`config.mk`:
```
export PLATFORM = sky130hd
export DESIGN_NAME = hazard_fwd_ctrl_flat
export DESIGN_NICKNAME = d
export VERILOG_FILES = /design/src/rtl/hazard_fwd_ctrl_if.sv /design/src/rtl/hazard_fwd_ctrl.sv /design/src/flat_wrapper.sv
export SDC_FILE = /design/constraint.sdc
export NUM_CORES = 1
export LEC_CHECK = 0
export CORE_MARGIN = 5
export CORE_UTILIZATION = 35
export CTS_CLUSTER_SIZE = 12
export DETAILED_ROUTE_END_ITERATION = 6
export PLACE_DENSITY_LB_ADDON = 0.15
export SYNTH_ARGS = -nofsm -noshare
export SYNTH_HDL_FRONTEND = slang
export SYNTH_SLANG_ARGS = --single-unit
```
`constraint.sdc`:
```
create_clock -name cpu_clk -period 1.9 [get_ports cpu_clk]
set_input_delay 0.38 -clock cpu_clk [delete_from_list [all_inputs] [get_ports cpu_clk]]
set_output_delay 0.38 -clock cpu_clk [all_outputs]
set_load 0.02 [all_outputs]
```
`src/rtl/hazard_fwd_ctrl_if.sv`:
```
// Bundle between the ID stage and the hazard/forwarding controller.
// master: ID-stage side (drives instruction fields, consumes stall/forward controls).
// slave : hazard_fwd_ctrl itself.
interface hazard_fwd_ctrl_if #(
    parameter int unsigned REG_AW = 5,
    parameter int unsigned CNT_W  = 32
);
    logic              pipe_en;
    logic              id_valid;
    logic [REG_AW-1:0] id_rs1;
    logic [REG_AW-1:0] id_rs2;
    logic              id_rs1_used;
    logic              id_rs2_used;
    logic [REG_AW-1:0] id_rd;
    logic              id_rf_we;
    logic [1:0]        id_rf_wsel;
    logic              ex_flush;
    logic              stall_pc;
    logic              stall_ifid;
    logic              bubble_idex;
    logic [1:0]        fwd_rs1_sel;
    logic [1:0]        fwd_rs2_sel;
    logic [CNT_W-1:0]  stall_cnt;
    logic [CNT_W-1:0]  fwd_cnt;

    modport master (
        output pipe_en, id_valid, id_rs1, id_rs2, id_rs1_used, id_rs2_used,
               id_rd, id_rf_we, id_rf_wsel, ex_flush,
        input  stall_pc, stall_ifid, bubble_idex, fwd_rs1_sel, fwd_rs2_sel,
               stall_cnt, fwd_cnt
    );

    modport slave (
        input  pipe_en, id_valid, id_rs1, id_rs2, id_rs1_used, id_rs2_used,
               id_rd, id_rf_we, id_rf_wsel, ex_flush,
        output stall_pc, stall_ifid, bubble_idex, fwd_rs1_sel, fwd_rs2_sel,
               stall_cnt, fwd_cnt
    );
endinterface

```
`src/rtl/hazard_fwd_ctrl.sv`:
```
// Hazard and forwarding controller for the 5-stage miniRV pipeline.
// Tracks {valid, rd, wsel} shadows of EX/MEM/WB, drives ID operand forward
// selects (EX > MEM > WB priority), and raises load-use stalls / ID-EX bubbles.
// Optional perf counters (stall_cnt, fwd_cnt) are built when HAZARD_PERF_EN
// is defined; otherwise they are tied to zero and no counter flops exist.
module hazard_fwd_ctrl #(
    parameter int unsigned REG_AW = 5,
    parameter int unsigned CNT_W  = 32
) (
    input logic              cpu_clk,
    input logic              cpu_rst,
    hazard_fwd_ctrl_if.slave bus
);

    typedef enum logic [1:0] {
        WSEL_ALU  = 2'b00,
        WSEL_DRAM = 2'b01,
        WSEL_PC4  = 2'b10,
        WSEL_SEXT = 2'b11
    } wsel_e;

    typedef enum logic [1:0] {
        FWD_RF  = 2'b00,
        FWD_EX  = 2'b01,
        FWD_MEM = 2'b10,
        FWD_WB  = 2'b11
    } fwd_e;

    typedef struct packed {
        logic              v;
        logic [REG_AW-1:0] rd;
        wsel_e             wsel;
    } stage_t;

    stage_t ex_q, mem_q, wb_q;

    logic  h1_ex, h1_mem, h1_wb;
    logic  h2_ex, h2_mem, h2_wb;
    fwd_e  fwd1, fwd2;
    logic  lu;
    logic  bubble;

    // WB write-back source is tracked for completeness but nothing downstream reads it
    logic  wb_wsel_unused;
    assign wb_wsel_unused = ^wb_q.wsel;

    function automatic logic hit(input stage_t s, input logic valid,
                                 input logic used, input logic [REG_AW-1:0] rs);
        return valid & used & (rs != '0) & s.v & (s.rd != '0) & (s.rd == rs);
    endfunction

    function automatic fwd_e pick(input logic he, input logic hm, input logic hw);
        if (he)      return FWD_EX;
        else if (hm) return FWD_MEM;
        else if (hw) return FWD_WB;
        else         return FWD_RF;
    endfunction

    // Hazard detection, forward selection and stall/bubble generation
    always_comb begin
        h1_ex  = hit(ex_q,  bus.id_valid, bus.id_rs1_used, bus.id_rs1);
        h1_mem = hit(mem_q, bus.id_valid, bus.id_rs1_used, bus.id_rs1);
        h1_wb  = hit(wb_q,  bus.id_valid, bus.id_rs1_used, bus.id_rs1);
        h2_ex  = hit(ex_q,  bus.id_valid, bus.id_rs2_used, bus.id_rs2);
        h2_mem = hit(mem_q, bus.id_valid, bus.id_rs2_used, bus.id_rs2);
        h2_wb  = hit(wb_q,  bus.id_valid, bus.id_rs2_used, bus.id_rs2);
        fwd1   = pick(h1_ex, h1_mem, h1_wb);
        fwd2   = pick(h2_ex, h2_mem, h2_wb);
        lu     = (h1_ex | h2_ex) & (ex_q.wsel == WSEL_DRAM);
        // flush overrides the stall: the squashed instruction need not wait
        bubble = lu | bus.ex_flush;
    end

    assign bus.stall_pc    = lu & ~bus.ex_flush;
    assign bus.stall_ifid  = lu & ~bus.ex_flush;
    assign bus.bubble_idex = bubble;
    assign bus.fwd_rs1_sel = fwd1;
    assign bus.fwd_rs2_sel = fwd2;

    // Advance the stage shadows when the pipeline moves
    always_ff @(posedge cpu_clk or posedge cpu_rst) begin
        if (cpu_rst) begin
            ex_q  <= '0;
            mem_q <= '0;
            wb_q  <= '0;
        end else if (bus.pipe_en) begin
            wb_q     <= mem_q;
            mem_q    <= ex_q;
            ex_q.v   <= bus.id_valid & bus.id_rf_we & ~bubble;
            ex_q.rd  <= bus.id_rd;
            ex_q.wsel <= wsel_e'(bus.id_rf_wsel);
        end
    end

`ifdef HAZARD_PERF_EN
    logic [CNT_W-1:0] stall_cnt_q;
    logic [CNT_W-1:0] fwd_cnt_q;

    // Saturating perf counters for load-use stalls and forwarding activity
    always_ff @(posedge cpu_clk or posedge cpu_rst) begin
        if (cpu_rst) begin
            stall_cnt_q <= '0;
            fwd_cnt_q   <= '0;
        end else if (bus.pipe_en) begin
            if (lu && stall_cnt_q != '1)
                stall_cnt_q <= stall_cnt_q + CNT_W'(1);
            if (((fwd1 != FWD_RF) || (fwd2 != FWD_RF)) && fwd_cnt_q != '1)
                fwd_cnt_q <= fwd_cnt_q + CNT_W'(1);
        end
    end

    assign bus.stall_cnt = stall_cnt_q;
    assign bus.fwd_cnt   = fwd_cnt_q;
`else
    assign bus.stall_cnt = '0;
    assign bus.fwd_cnt   = '0;
`endif

endmodule
```
`src/flat_wrapper.sv`:
```
// flat-port wrapper written by rule: the top's interface ports become plain ports
module hazard_fwd_ctrl_flat 
#(
    parameter int unsigned REG_AW = 5,
    parameter int unsigned CNT_W  = 32
)
  (cpu_clk, cpu_rst, bus_pipe_en, bus_id_valid, bus_id_rs1, bus_id_rs2, bus_id_rs1_used, bus_id_rs2_used, bus_id_rd, bus_id_rf_we, bus_id_rf_wsel, bus_ex_flush, bus_stall_pc, bus_stall_ifid, bus_bubble_idex, bus_fwd_rs1_sel, bus_fwd_rs2_sel, bus_stall_cnt, bus_fwd_cnt);
  hazard_fwd_ctrl_if #(.REG_AW(REG_AW), .CNT_W(CNT_W)) bus_i ();
  input logic cpu_clk;
  input logic cpu_rst;
  input wire logic [$bits(bus_i.pipe_en)-1:0] bus_pipe_en;
  input wire logic [$bits(bus_i.id_valid)-1:0] bus_id_valid;
  input wire logic [$bits(bus_i.id_rs1)-1:0] bus_id_rs1;
  input wire logic [$bits(bus_i.id_rs2)-1:0] bus_id_rs2;
  input wire logic [$bits(bus_i.id_rs1_used)-1:0] bus_id_rs1_used;
  input wire logic [$bits(bus_i.id_rs2_used)-1:0] bus_id_rs2_used;
  input wire logic [$bits(bus_i.id_rd)-1:0] bus_id_rd;
  input wire logic [$bits(bus_i.id_rf_we)-1:0] bus_id_rf_we;
  input wire logic [$bits(bus_i.id_rf_wsel)-1:0] bus_id_rf_wsel;
  input wire logic [$bits(bus_i.ex_flush)-1:0] bus_ex_flush;
  output wire logic [$bits(bus_i.stall_pc)-1:0] bus_stall_pc;
  output wire logic [$bits(bus_i.stall_ifid)-1:0] bus_stall_ifid;
  output wire logic [$bits(bus_i.bubble_idex)-1:0] bus_bubble_idex;
  output wire logic [$bits(bus_i.fwd_rs1_sel)-1:0] bus_fwd_rs1_sel;
  output wire logic [$bits(bus_i.fwd_rs2_sel)-1:0] bus_fwd_rs2_sel;
  output wire logic [$bits(bus_i.stall_cnt)-1:0] bus_stall_cnt;
  output wire logic [$bits(bus_i.fwd_cnt)-1:0] bus_fwd_cnt;
  assign bus_i.pipe_en = bus_pipe_en;
  assign bus_i.id_valid = bus_id_valid;
  assign bus_i.id_rs1 = bus_id_rs1;
  assign bus_i.id_rs2 = bus_id_rs2;
  assign bus_i.id_rs1_used = bus_id_rs1_used;
  assign bus_i.id_rs2_used = bus_id_rs2_used;
  assign bus_i.id_rd = bus_id_rd;
  assign bus_i.id_rf_we = bus_id_rf_we;
  assign bus_i.id_rf_wsel = bus_id_rf_wsel;
  assign bus_i.ex_flush = bus_ex_flush;
  assign bus_stall_pc = bus_i.stall_pc;
  assign bus_stall_ifid = bus_i.stall_ifid;
  assign bus_bubble_idex = bus_i.bubble_idex;
  assign bus_fwd_rs1_sel = bus_i.fwd_rs1_sel;
  assign bus_fwd_rs2_sel = bus_i.fwd_rs2_sel;
  assign bus_stall_cnt = bus_i.stall_cnt;
  assign bus_fwd_cnt = bus_i.fwd_cnt;
  hazard_fwd_ctrl #(.REG_AW(REG_AW), .CNT_W(CNT_W)) u_core (.cpu_clk(cpu_clk), .cpu_rst(cpu_rst), .bus(bus_i));
endmodule
```
======== Word-level counts from Yosys, hierarchy flattened ========
Cells that the tools add are included.
storage, ports and cells
  output and inout port bits .............. 71
  bits in registers ....................... 20
  word-level logic and storage cells ...... 55
  bits of input ports ..................... 25
operators by class
  reductions and logical operators ........ 5
  bitwise operators ....................... 30
  mux-type cells .......................... 6
  equal/unequal tests ..................... 7
operators with widths
  cell                                                                   count
  5-bit equality test                                                    6
  1-bit bitwise AND                                                      26
  5-bit nonzero test                                                     5
  2-bit 2-to-1 mux                                                       6
  2-bit by 1-bit equality test with 1-bit output, second input constant  1
  1-bit NOT                                                              2
  1-bit bitwise OR                                                       2

======== Depth between registers and ports, before layout ========
  word-level depth ........................ 10
  depth in mapped cells ................... 6
  gate-level depth less buffers ........... 5

======== Worst setup path before layout ========
OpenSTA, ideal clock, no wires.
  kind .................................... register to output
  from .................................... reg u_core.ex_q[4] in the netlist's numbering
  to ...................................... out bus_stall_pc
  data arrival time ....................... 1.710 ns
  slack ................................... -0.190 ns
  cell stages (with the launch flop) ...... 7
  path buffers ............................ 1
  required time ........................... 1.520 ns
  path through ............................ dfrtp_1 xnor2_1 nand3_1 nor4_1 o21ai_2 nor2_1 buf_4
between the ends
  longest elaborated chain between the ends .. 6
  elaborated cells between the ends (all ways) .. 10
  those cells by class .................... eq/ne: 2; bitwise: 7; reduce/logical: 1
RTL lines
  item                             line                   text
  start: declaration               hazard_fwd_ctrl.sv:35  stage_t ex_q, mem_q, wb_q;
  5-bit nonzero test               hazard_fwd_ctrl.sv:49  return valid & used & (rs != '0) & s.v & (s.rd != '0) & (s.rd == rs);
  1-bit bitwise AND (2 in series)  hazard_fwd_ctrl.sv:49
  1-bit bitwise OR (*)             hazard_fwd_ctrl.sv:69  lu = (h1_ex | h2_ex) & (ex_q.wsel == WSEL_DRAM);
  1-bit bitwise AND (*)            hazard_fwd_ctrl.sv:69
  1-bit bitwise AND (*)            -
  end: declaration                 flat_wrapper.sv:21     output wire logic [$bits(bus_i.stall_pc)-1:0] bus_stall_pc;
Every way passes the cells marked *; elsewhere a longest branch is shown, timed or not.

======== Worst setup path in the final report ========
  from .................................... reg u_core.ex_q[2] in the netlist's numbering
  to ...................................... out bus_bubble_idex
between the ends
  longest elaborated chain between the ends .. 6
  elaborated cells between the ends (all ways) .. 10
  those cells by class .................... eq/ne: 2; bitwise: 7; reduce/logical: 1
RTL lines
  item                             line                   text
  5-bit nonzero test               hazard_fwd_ctrl.sv:49
  1-bit bitwise AND (2 in series)  hazard_fwd_ctrl.sv:49
  1-bit bitwise OR (*)             hazard_fwd_ctrl.sv:69
  1-bit bitwise AND (*)            hazard_fwd_ctrl.sv:69
  1-bit bitwise OR (*)             hazard_fwd_ctrl.sv:71  bubble = lu | bus.ex_flush;
  end: declaration                 flat_wrapper.sv:23     output wire logic [$bits(bus_i.bubble_idex)-1:0] bus_bubble_idex;
Marks and branches as above.

==> flow_summary.toml <==
[routing]
wl_met2_mm = 1.75
met3WireLength_um = 412
wl_mm = 3.97
dr.max_layer_used = "met4"
avgRoutedWirePerCell_um = 12.6
drc = 0
drt_iter0_markers = 14
ant_nets = 0
viasPerCell = 4.00
wl_met1_mm = 1.75
vias = 1260
dr.pass1.iters = 4

[clock_tree]
cts.path.max_buffers = 2
numCtsBuffers = 3
tritoncts = "yes"
h-tree-depth = 1
clk_latency_ns = 0.26
cts_hold_buffers = 0
cts.sinks = 20
clkTransAtPathRegs_ns = 0.08
clockRootBuffer = "clkbuf_8"

[sta]
min_period_ns = 2.35
fmax_mhz = 425
setup_slack_ns = -0.451
fin_crit_sh = 1.24
setup_violations = 7
drv_slew = 0
hold_viol_final = 0
rsz0062_at_grt = "yes"
fin_worst_skew_ns = 0.00106

[worst_setup_path]
cp_max_fo = 3
cp.required_ns = 1.52
slowest_delay_ns = 0.55
critPathSlowestCell = "or4_4"
path_cells = "or4_4 -> o21ai_4 -> nor4_4 -> o21ai_2 -> nand2b_1 -> buf_6"
path_class = "register to output port"
arrival_ns = 1.97
cp-end-kind = "output port"
cp-start-kind = "register"

[layout]
multiInputGateArea_um2 = 1140
layout-drive-gt1-share = 0.415
mostFrequentLayoutCells = "conb_1, buf_4, mux2_2, xnor2_1, dfrtp_1"
register_area_um2 = 507
final_common_cell = "conb_1"
nets = 274
finalInstanceArea_um2 = 2420
area_delta_synth_final_pct = 38.5
antenna_cells = 0
utilization = 0.506
fillers = 464

[floorplan]
die_w_um = 80.7
dieArea_um2 = 6510
core_region_area_um2 = 4790
die_h_um = 80.7
io_pins = 96
rows = 25
initial_core_util = 0.365

[place]
port-buffer-count = 31
globalplace.congestion = 0.769
place_ws_ns = -1.09
placed_area_um2 = 2110
post-dp-hpwl_mm = 3.12

[logic_synthesis]
synthCells = 179
synth-seq-cells = 20
ys_types = 28
syn_area_per_cell_um2 = 9.76
ys_seq_area_frac = 0.286
yosys_warnings = 0
synthesis.area_um2 = 1750

[status]
violations = "setup timing"
status = "complete, but fails checks"

[grt]
track_usage = 0.118
overflow = 0
grt_pass1_wl_mm = 5.80
grt_max_degree = 22
first_global_vias = 1169
antenna_found_initial = 0

[pwr]
totalPowerFinal_uw = 1460
leakagePower_uw = 0.00111
vdd_ir_drop_max_mv = 0.304
p_per_area_nw_per_um2 = 604

[flow_run]
drv_cap = 0

[min_path]
hp-class = "primary input to asynchronous set/reset pin"
==> logic make-up (layout without fill, tap and decap cells) <==
family	Yosys count	after routing	synth area share
XOR/XNOR	30	30	0.150
AND/OR/NAND/NOR	29	29	0.104
AO/OA/AOI/OAI	11	11	0.0472
multiplexers	19	19	0.122
buffers and inverters	69	75	0.288
other	1	64	0.00215
flip-flops	20	20	0.286
==> worst max-delay path: cells and delay by family (launching register included) <==
family	cells	cell delay, ns
simple gates	3	0.73
buf+inv	1	0.14
compound gates	2	0.41
flops	1	0.44
==> final timing paths <==
check                          startpoint         endpoint  slack, ns  cells after the start
max                        u_core.ex_q[2]  bus_bubble_idex      -0.45                      6
min                               cpu_rst   u_core.ex_q[1]       0.44                      3
max reg2reg                u_core.ex_q[2]   u_core.ex_q[7]       0.20                      5
min reg2reg                u_core.ex_q[0]   u_core.ex_q[0]       0.51                      1
max in group asynchronous         cpu_rst   u_core.wb_q[6]       1.23                      3
min in group cpu_clk       u_core.ex_q[0]   u_core.ex_q[0]       0.51                      1
==> cell usage after synthesis <==
master,count,area share
or4_4,1,0.0064
dfrtp_1,20,0.29
o21ai_1,1,0.0029
or3_1,2,0.0072
nand2_1,2,0.0043
or3_2,2,0.0086
a21oi_1,2,0.0057
or4_1,4,0.017
o21ai_0,2,0.0057
and4b_1,1,0.0057
clkbuf_1,2,0.0043
buf_4,65,0.28
o21ai_2,1,0.0050
o21bai_1,2,0.0086
a22o_1,1,0.0050
conb_1,1,0.0021
nor4_1,1,0.0036
nor2b_1,1,0.0036
nor3_1,6,0.017
xor2_1,12,0.060
nor2_1,1,0.0021
inv_1,2,0.0043
mux2_2,19,0.12
xnor2_1,18,0.090
nand2b_1,1,0.0036
nor4_2,1,0.0072
o211ai_2,2,0.014
nand3_1,6,0.017
==> state kept, by name, summed over array words and instances (netlist names) <==
name and flops:
u_core.ex_q 8, u_core.mem_q 6, u_core.wb_q 6
==> area by class of cell <==
class                      count  area share
multi-input combinational    153       0.472
timing repair buffer          69       0.258
sequential                    20       0.209
tap                           67      0.0346
clock buffer                   4      0.0227
inverter                       2     0.00310
==> layer usage <==
metal	vias to the layer above	track usage
met5	-	0
met4	0	0.0405
met3	5	0.0247
met2	67	0.174
met1	568	0.169
li1	620	-
==> stage by stage <==
stage / hold WS, ns / setup TNS (ns) / cells
finish: 0.437 / -2.74 / 315
global route: 0.462 / -3.19 / 315
CTS: 0.438 / -2.95 / 313
detailed placement: 0.490 / -7.78 / 300
global placement: 0.486 / -8.12 / 300
floorplan: 0.344 / -0.196 / 242
==> report_power, final <==
part	switching (uW)	internal (uW)	leakage [uW]
Combinational	295	281	0.000847
Clock	145	185	0.0000288
Sequential	71.7	485	0.000235
==> repair_timing <==
| action | in CTS | in global routing |
|---|---|---|
| setup endpoints to repair | 8 | 7 |
| pin swaps | 19 | 13 |
| gates cloned | 0 | 0 |
| resized for setup | 82 | 19 |
| buffers inserted | 9 | 2 |
Note: power is estimated with default switching activity, not from simulation.
